## config.mk

```make
export PLATFORM = sky130hd
export DESIGN_NAME = ex_stage
export DESIGN_NICKNAME = d
export VERILOG_FILES = /design/src/rtl/cpu_pkg.sv /design/src/rtl/alu.sv /design/src/rtl/ex_stage.sv
export SDC_FILE = /design/constraint.sdc
export NUM_CORES = 1
export LEC_CHECK = 0
export CAP_MARGIN = 20
export CORE_AREA = 3 3 172 174
export CTS_CLUSTER_DIAMETER = 30
export DETAILED_ROUTE_END_ITERATION = 16
export DIE_AREA = 0 0 175 177
export GPL_TIMING_DRIVEN = 0
export MAX_ROUTING_LAYER = met4
export PLACE_DENSITY = 0.68
export SYNTH_ARGS = -nofsm -noshare
export SYNTH_HDL_FRONTEND = slang
export SYNTH_HIERARCHICAL = 1
export SYNTH_SLANG_ARGS = --single-unit
```

## constraint.sdc

```tcl
create_clock -name clk -period 13.1 [get_ports clk]
set_input_delay 1.965 -clock clk [delete_from_list [all_inputs] [get_ports clk]]
set_output_delay 1.965 -clock clk [all_outputs]
set_load 0.005 [all_outputs]
```

## src/rtl/cpu_pkg.sv

```systemverilog
// rtl/cpu_pkg.sv - shared CPU constants, forwarding types and helpers
package cpu_pkg;

  localparam int XLEN = 32;

  localparam logic [2:0] ALU_AND = 3'b000;
  localparam logic [2:0] ALU_OR  = 3'b001;
  localparam logic [2:0] ALU_ADD = 3'b010;
  localparam logic [2:0] ALU_XOR = 3'b011;
  localparam logic [2:0] ALU_SUB = 3'b110;

  // Where an operand value comes from before the immediate mux.
  typedef enum logic [1:0] {
    FWD_NONE = 2'b00,
    FWD_EX   = 2'b01,
    FWD_WB   = 2'b10
  } fwd_src_e;

  // Add 0..2 to a 16-bit counter, sticking at all-ones.
  function automatic logic [15:0] sat_add16(input logic [15:0] base, input logic [1:0] inc);
    logic [16:0] sum;
    sum = {1'b0, base} + {15'b0, inc};
    return sum[16] ? 16'hFFFF : sum[15:0];
  endfunction

endpackage

```

## src/rtl/alu.sv

```systemverilog
// rtl/alu.sv - combinational ALU for the execute stage
module alu
  import cpu_pkg::*;
(
  input  logic [XLEN-1:0] a,
  input  logic [XLEN-1:0] b,
  input  logic [2:0]      alu_cntrl,
  output logic [XLEN-1:0] result
);

  logic [XLEN-1:0] sub_res;

  // Subtraction is built as A + ~B + 1 so it shares the adder form; wraps mod 2^32.
  assign sub_res = a + ~b + {{(XLEN-1){1'b0}}, 1'b1};

  // Operation select; unlisted encodings fall back to ADD.
  always_comb begin
    result = a + b;
    case (alu_cntrl)
      ALU_ADD: result = a + b;
      ALU_SUB: result = sub_res;
      ALU_AND: result = a & b;
      ALU_OR:  result = a | b;
      ALU_XOR: result = a ^ b;
      default: result = a + b;
    endcase
  end

endmodule

```

## src/rtl/ex_stage.sv

```systemverilog
// rtl/ex_stage.sv - execute stage: operand forwarding, ALU and EX pipeline register
module ex_stage
  import cpu_pkg::*;
(
  input  logic            clk,
  input  logic            rst,
  input  logic            in_valid,
  input  logic            stall,
  input  logic            flush,
  input  logic [2:0]      alu_cntrl,
  input  logic [4:0]      rs1_addr,
  input  logic [4:0]      rs2_addr,
  input  logic [XLEN-1:0] rs1_data,
  input  logic [XLEN-1:0] rs2_data,
  input  logic [XLEN-1:0] imm,
  input  logic            alu_src,
  input  logic [4:0]      rd_addr,
  input  logic            reg_write,
  input  logic [4:0]      wb_rd,
  input  logic            wb_we,
  input  logic [XLEN-1:0] wb_data,
  output logic            out_valid,
  output logic [XLEN-1:0] ex_result,
  output logic [4:0]      ex_rd,
  output logic            ex_reg_write,
  output logic            ex_zero,
  output logic [15:0]     fwd_count
);

  fwd_src_e        src_a;
  fwd_src_e        src_b;
  logic [XLEN-1:0] op_a;
  logic [XLEN-1:0] op_b_fwd;
  logic [XLEN-1:0] op_b;
  logic [XLEN-1:0] alu_result;
  logic            fwd_a;
  logic            fwd_b;
  logic [1:0]      fwd_inc;
  logic            capture;

  // ex_reg_write is already gated by out_valid, so it alone marks a live EX producer.
  // x0 is hardwired zero and never forwarded.
  always_comb begin
    src_a = FWD_NONE;
    if (rs1_addr != 5'd0) begin
      if (out_valid && ex_reg_write && (ex_rd == rs1_addr))
        src_a = FWD_EX;
      else if (wb_we && (wb_rd == rs1_addr))
        src_a = FWD_WB;
    end
  end

  // Operand B source select, same priority as operand A.
  always_comb begin
    src_b = FWD_NONE;
    if (rs2_addr != 5'd0) begin
      if (out_valid && ex_reg_write && (ex_rd == rs2_addr))
        src_b = FWD_EX;
      else if (wb_we && (wb_rd == rs2_addr))
        src_b = FWD_WB;
    end
  end

  // Operand muxes; the immediate overrides the forwarded rs2 value.
  always_comb begin
    case (src_a)
      FWD_EX:  op_a = ex_result;
      FWD_WB:  op_a = wb_data;
      default: op_a = rs1_data;
    endcase
    case (src_b)
      FWD_EX:  op_b_fwd = ex_result;
      FWD_WB:  op_b_fwd = wb_data;
      default: op_b_fwd = rs2_data;
    endcase
    op_b = alu_src ? imm : op_b_fwd;
  end

  alu u_alu (
    .a         (op_a),
    .b         (op_b),
    .alu_cntrl (alu_cntrl),
    .result    (alu_result)
  );

  // An EX+WB double match is one forward; rs2 only counts when it feeds the ALU.
  assign fwd_a   = (src_a != FWD_NONE);
  assign fwd_b   = (src_b != FWD_NONE) && !alu_src;
  assign fwd_inc = {1'b0, fwd_a} + {1'b0, fwd_b};
  assign capture = !stall && !flush;

  // EX pipeline register: flush bubbles the stage even while stalled, stall freezes it.
  always_ff @(posedge clk or posedge rst) begin
    if (rst) begin
      out_valid    <= 1'b0;
      ex_result    <= '0;
      ex_rd        <= 5'd0;
      ex_reg_write <= 1'b0;
      ex_zero      <= 1'b1;
    end else if (flush) begin
      out_valid    <= 1'b0;
      ex_reg_write <= 1'b0;
    end else if (capture) begin
      out_valid    <= in_valid;
      ex_result    <= alu_result;
      ex_rd        <= rd_addr;
      ex_reg_write <= in_valid && reg_write;
      ex_zero      <= (alu_result == '0);
    end
  end

  // Saturating forward counter, advanced only by instructions that actually enter EX.
  always_ff @(posedge clk or posedge rst) begin
    if (rst)
      fwd_count <= 16'd0;
    else if (capture && in_valid)
      fwd_count <= sat_add16(fwd_count, fwd_inc);
  end

endmodule

```

Word level (Yosys, flattened, before mapping)
Index checks and enable logic that the tools add are counted.
{"block": "totals", "regBits": 56, "word_cells": 62, "out_inout_bits": 56}
{"block": "op_classes", "n_reduce_logical": 20, "bitwise": 5, "muxes": 15, "n_eq_ne": 11, "n_addsub": 5}
{"cell": "32-bit case mux with 2 select lines", "count": 2}
{"cell": "32-bit case mux with 4 select lines", "count": 1}
{"cell": "32-bit adder", "count": 2}
{"cell": "32-bit by 1-bit adder with 32-bit output, second input constant", "count": 1}
{"cell": "32-bit bitwise AND", "count": 1}
{"cell": "32-bit logical NOT", "count": 1}
{"cell": "32-bit 2-to-1 mux", "count": 1}
{"cell": "32-bit NOT", "count": 1}
{"cell": "32-bit OR", "count": 1}
{"cell": "32-bit XOR", "count": 1}
{"cell": "5-bit equality test", "count": 4}
{"cell": "16-bit by 2-bit adder with 17-bit output", "count": 1}
{"cell": "16-bit 2-to-1 mux", "count": 1}
{"cell": "2-bit 2-to-1 mux", "count": 6}
{"cell": "5-bit nonzero test", "count": 2}
{"cell": "1-bit logical AND", "count": 9}
{"cell": "2-bit nonzero test", "count": 3}
{"cell": "2-bit by 1-bit equality test with 1-bit output, second input constant", "count": 2}
{"cell": "2-bit equality test, second input constant", "count": 2}
{"cell": "1-bit 2-to-1 mux", "count": 4}
{"cell": "3-bit by 1-bit equality test with 1-bit output, second input constant", "count": 1}
{"cell": "3-bit by 2-bit equality test with 1-bit output, second input constant", "count": 1}
{"cell": "3-bit equality test, second input constant", "count": 1}
{"cell": "1-bit logical NOT", "count": 3}
{"cell": "other kinds (4)", "count": 4}

Logic depth before layout (Yosys ltp)
{"block": "logic_depth", "depth_word": 13, "ltp_mapped": 26, "depth_no_buf": 24}

Modules after synthesis
The synthesis kept the hierarchy.
{"mod": "alu", "cells_each": 822, "n_inst": 1, "area_per_inst_um2": 5247.5}
{"mod": "ex_stage", "cells_each": 524, "n_inst": 1, "area_per_inst_um2": 4257.8}

Worst setup path before layout
No wires, ideal clock.
{"block": "synth_path", "path_kind": "input-to-reg", "from": "input rs2_addr[1]", "to": "register ex_zero", "path_stages": 22, "required_ns": 12.995, "setup_ns": 0.105, "arrival_ns": 6.943, "path_buffers": 2, "path_slack_ns": 6.052, "cell_sequence": "or4_1 > nor2_1 > nor2_1 > ha_1 > clkbuf_1 > buf_1 > a21oi_1 > o21ai_0 > inv_1 > fa_1 > nor2b_2 > o311a_1 > o311a_4 > a41oi_2 > o41ai_2 > a21o_1 > o41ai_2 > mux2_2 > o22ai_1 > nor4_1 > nand4_1 > o41ai_1"}
{"block": "synth_between", "elab_chain_len": 13, "word_cells_on_any_way": 21, "classes_between": "add/sub: 3; eq/ne: 4; mux: 6; bitwise: 4; reduce/logical: 4"}
{"element": "start, declared", "line": "ex_stage.sv:12", "rtl": "input logic [4:0] rs2_addr,"}
{"element": "5-bit equality test", "line": "ex_stage.sv:59", "rtl": "else if (wb_we && (wb_rd == rs2_addr))"}
{"element": "1-bit logical AND", "line": "ex_stage.sv:59"}
{"element": "2-bit 2-to-1 mux", "line": "ex_stage.sv:59"}
{"element": "2-bit 2-to-1 mux", "line": "ex_stage.sv:57", "rtl": "if (out_valid && ex_reg_write && (ex_rd == rs2_addr))"}
{"element": "2-bit 2-to-1 mux *", "line": "ex_stage.sv:56", "rtl": "if (rs2_addr != 5'd0) begin"}
{"element": "2-bit equality test or 2-bit by 1-bit equality test with 1-bit output (tied branches)", "line": "ex_stage.sv:71", "rtl": "case (src_b)"}
{"element": "32-bit case mux with 2 select lines *", "line": "ex_stage.sv:71"}
{"element": "32-bit 2-to-1 mux *", "line": "ex_stage.sv:76", "rtl": "op_b = alu_src ? imm : op_b_fwd;"}
{"element": "named net op_b[1]", "line": "ex_stage.sv:34", "rtl": "logic [XLEN-1:0] op_b;"}
{"element": "32-bit NOT", "line": "alu.sv:14", "rtl": "assign sub_res = a + ~b + {{(XLEN-1){1'b0}}, 1'b1};"}
{"element": "32-bit adder", "line": "alu.sv:14"}
{"element": "32-bit by 1-bit adder with 32-bit output", "line": "alu.sv:14"}
{"element": "32-bit case mux with 4 select lines *", "line": "alu.sv:19", "rtl": "case (alu_cntrl)"}
{"element": "named net alu_result[30]", "line": "ex_stage.sv:35", "rtl": "logic [XLEN-1:0] alu_result;"}
{"element": "32-bit logical NOT *", "line": "ex_stage.sv:108", "rtl": "ex_zero <= (alu_result == '0);"}
{"element": "end signal, assigned", "line": "ex_stage.sv:108"}
{"element": "end, declared", "line": "ex_stage.sv:26", "rtl": "output logic ex_zero,"}
The timed path passes the listed nets; every way through them passes the cells marked *.
A chain may end at the register's enable or synchronous reset.

Worst setup path in the final report
{"block": "layout_path", "from": "input rs1_addr[3]", "to": "register ex_zero"}
{"block": "layout_between", "elab_chain_len": 11, "word_cells_on_any_way": 19, "classes_between": "add/sub: 3; eq/ne: 4; mux: 5; bitwise: 3; reduce/logical: 4"}
{"element": "start, declared", "line": "ex_stage.sv:11", "rtl": "input logic [4:0] rs1_addr,"}
{"element": "5-bit equality test", "line": "ex_stage.sv:48", "rtl": "else if (wb_we && (wb_rd == rs1_addr))"}
{"element": "1-bit logical AND", "line": "ex_stage.sv:48"}
{"element": "2-bit 2-to-1 mux", "line": "ex_stage.sv:48"}
{"element": "2-bit 2-to-1 mux", "line": "ex_stage.sv:46", "rtl": "if (out_valid && ex_reg_write && (ex_rd == rs1_addr))"}
{"element": "2-bit 2-to-1 mux *", "line": "ex_stage.sv:45", "rtl": "if (rs1_addr != 5'd0) begin"}
{"element": "2-bit equality test or 2-bit by 1-bit equality test with 1-bit output (tied branches)", "line": "ex_stage.sv:66", "rtl": "case (src_a)"}
{"element": "32-bit case mux with 2 select lines *", "line": "ex_stage.sv:66"}
{"element": "named net op_a[0]", "line": "ex_stage.sv:32", "rtl": "logic [XLEN-1:0] op_a;"}
{"element": "32-bit adder", "line": "alu.sv:14"}
{"element": "32-bit by 1-bit adder with 32-bit output", "line": "alu.sv:14"}
{"element": "32-bit case mux with 4 select lines *", "line": "alu.sv:19"}
{"element": "named net alu_result[28]", "line": "ex_stage.sv:35"}
{"element": "32-bit logical NOT *", "line": "ex_stage.sv:108"}
Marks and branches as above.

==> results.yml <==
timing:
  setup_viol: 0
  fin_crit_sh_pct: 69.3
  rsz0062_at_grt: "no"
  period_needed_ns: 9.08
  hold_viol: 0
  setup_tns_ns: 0
  fin_skew_ns: 0.0124
  tightest_slew_ns: 0.978
  slew_headroom_pct: 34.6
  slew_violations: 0
  max_freq_ghz: 0.110
setup_path:
  critical_path_arrival_ns: 9.27
  cp_slowest_cell: "clkbuf_1"
  critPathTopFamily: "compound AO/OA/AOI/OAI gates"
  cpPeakStageDelay_ns: 0.62
  timing.rr.start: "ex_rd[0]"
  critical_path_class: "primary input to register"
  cp_cell_sequence: "clkdlybuf4s50_1, xnor2_1, nand4_1, nor3_1, or4_1, ha_1, clkbuf_1, clkbuf_1, o21ai_0, inv_1, ha_1, inv_1, fa_1, nor2b_2, o311a_1, o311a_4, a31oi_1, o21ai_0, a211oi_1, mux2_1, o22ai_1, nor4_1, nand4_1, o41ai_1"
  reg2regPathDepth: 23
  reg2reg_slack_ns: 5.74
  start_kind: "primary input"
  startpoint: "rs1_addr[3]"
  worst-path-max-fanout: 10
  end_kind: "register"
  worstPathRequired_ns: 13.29
  timing.critical_path.buf_inv: 5
  r2r_end: "ex_zero"
synth:
  synth_compound_area_share_pct: 34.9
  synthCells: 1346
  ys_ff_latch: 56
  synth_cell_types: 85
  yosys.area_share.simple_pct: 19.5
  ys_top_cells_by_area: "dfrtp_1 (14%), ha_1 (13%), a21oi_1 (7.4%)"
  synthesis.area_sq_um: 9510
  syn_nets: 1610
  synthArstFlopShare_pct: 100
  synth_area_leader_cell: "dfrtp_1"
  synth_top_family_by_area: "compound AO/OA/AOI/OAI gates"
  synth_common_cells: "nor2_1 (141), a21oi_1 (140), nand2_1 (130)"
  yosysMostFrequentCell: "nor2_1"
  yosys-mux-area-fraction_pct: 5.45
  yosys_warnings: 6
  synthAdderAreaFrac_pct: 14.1
  ys_seq_area_share_pct: 14.8
  synth_edf_count: 0
  netlist.area_leader.share_pct: 14.5
  synth-xor-area-share_pct: 3.04
  syn_area_per_cell_sq_um: 7.06
  ys.flop_type: "dfrtp_1"
clocking:
  cts_buffers: 5
  cts_tree: "yes"
  cts_setup_buffers: 0
  clk_pin_slew_ns: 0.08
  cts_sinks: 56
  ctsHoldBuffers: 0
  root_buffer: "clkbuf_16"
  ctsLongestPathBuffers: 2
  cts_resized: 0
  clk_latency_ns: 0.31
  h-tree-depth: 2
hold_path:
  hold_depth: 2
  whs_endpoint: "ex_zero"
  hp-class: "register to register"
  holdCritStartpoint: "ex_zero"
floorplanning:
  die_x_um: 175
  core_sq_um: 27900
  start_util_pct: 34.0
  die_y_um: 177
  die_area_sq_um: 31000
  ios: 215
  row_count: 61
drt:
  ant_nets: 0
  drtIter0Drc: 1475
  vias: 11744
  drt_wl_total_um: 46000
  via_per_inst: 6.03
  routedWlPerCell_um: 23.6
  drc: 0
  first_pass_iters: 9
cells_and_area:
  multi_input_area_sq_um: 7320
  area_growth_syn_to_layout_pct: 29.2
  nFillCells: 2931
  layout-drive-gt1-share_pct: 7.21
  design_area_sq_um: 12300
  utilization_pct: 44.0
  regArea_sq_um: 1400
  nNetsFinal: 1830
placed_design:
  globalplace.congestion: 1.01
  port_buffers: 212
  post-dp-hpwl_um: 37800
  placed_cell_area_sq_um: 12100
run_status:
  outcome: "finished, final reports clean"
power:
  fin_total_pwr_w: 0.000988
  total_leakage_power_nw: 4.98
  ir_worst_vdd_v: 0.0000777
  powerDensity_nw_per_um2: 80.4
global_route:
  grt-ovfl-total: 0
  grt_usage_pct: 29.2
  first_global_vias: 11192
  grt_pass1_wl_um: 68000
  grt_max_degree: 30
  antenna_found_initial: 2
run:
  max_cap_violations: 0
[logic make-up (layout without fill, tap and decap cells)]
group,count (synthesis),count (layout)
adder cells (fa/ha/maj),105,105
multiplexers,45,45
other,0,2
buffers and inverters,199,420
AO/OA/AOI/OAI,506,506
AND/OR/NAND/NOR,402,402
XOR/XNOR,33,33
flip-flops,56,56
[worst min-delay path: stages (launching register included)]
cell and delay (ns):
dfstp_2 0.38, o21ai_0 0.06, o41ai_1 0.08
[cell usage in the layout, fill, tap and decap left out, types with 9 or more instances in the layout]
cell type          n
dfrtp_1           55
clkbuf_1          60
a21oi_1          140
a211oi_1          27
mux2_2            38
clkdlybuf4s50_1  212
inv_1            100
xnor2_1           24
ha_1             102
nand2_1          130
nand4_1           17
buf_1              9
nor4_1            14
o221ai_1           9
nor3_1            17
a21o_1            10
o21bai_1          11
nand2b_1           9
buf_2             19
a22oi_1           71
nand3_1           22
o22ai_1           25
o21ai_0          110
nor2_1           141
a221oi_1          16
xor2_1             9
or3_1             10
[through the flow]
step           setup WS (ns)  hold slack [ns]  cells
3_3_place_gp            3.87            0.504   1936
2_1_floorplan           6.05            0.477   1346
5_1_grt                 3.60            0.558   1947
4_1_cts                 4.18            0.525   1945
6_report                4.02            0.525   1947
3_5_place_dp            3.88            0.510   1937
[per-layer routing]
layer / share of wire [%] / global-route usage, % / vias up
met5: 0 / - / -
met3: 9.6 / 4.93 / 82
li1: - / - / 5346
met4: 2.4 / 8.11 / 0
met2: 47 / 47.2 / 689
met1: 41 / 38.0 / 5627
[sequential cells by signal (all words and copies together), names as in the netlist]
name	flops
ex_zero	1
out_valid	1
ex_result	32
ex_reg_write	1
ex_rd	5
fwd_count	16
[power by group]
| group | total [W] | internal (W) | switching (W) |
|---|---|---|---|
| Sequential | 0.000256 | 0.000208 | 0.0000472 |
| Combinational | 0.000591 | 0.000259 | 0.000331 |
| Clock | 0.000141 | 0.0000728 | 0.0000686 |
| Total | 0.000988 | 0.000541 | 0.000447 |
[worst max path at each step]
stage,end,slack (ns),cells past startpoint
detailed placement,ex_zero,3.88,22
floorplan,ex_zero,6.05,22
global placement,ex_zero,3.87,25
global route,ex_zero,3.60,24
CTS,ex_zero,4.18,24
finish,ex_zero,4.02,24
[final cells by class]
class | instances | share of cell area [%]
Multi-Input combinational cell | 1091 | 59.6
Timing Repair Buffer | 213 | 17.4
Clock inverter | 3 | 0.224
Sequential cell | 56 | 11.4
Clock buffer | 5 | 1.02
Buffer | 91 | 3.07
Tap cell | 378 | 3.85
Inverter | 108 | 3.30
Antenna cell | 2 | 0.0408
No activity file was read; power rests on OpenSTA's default activity.
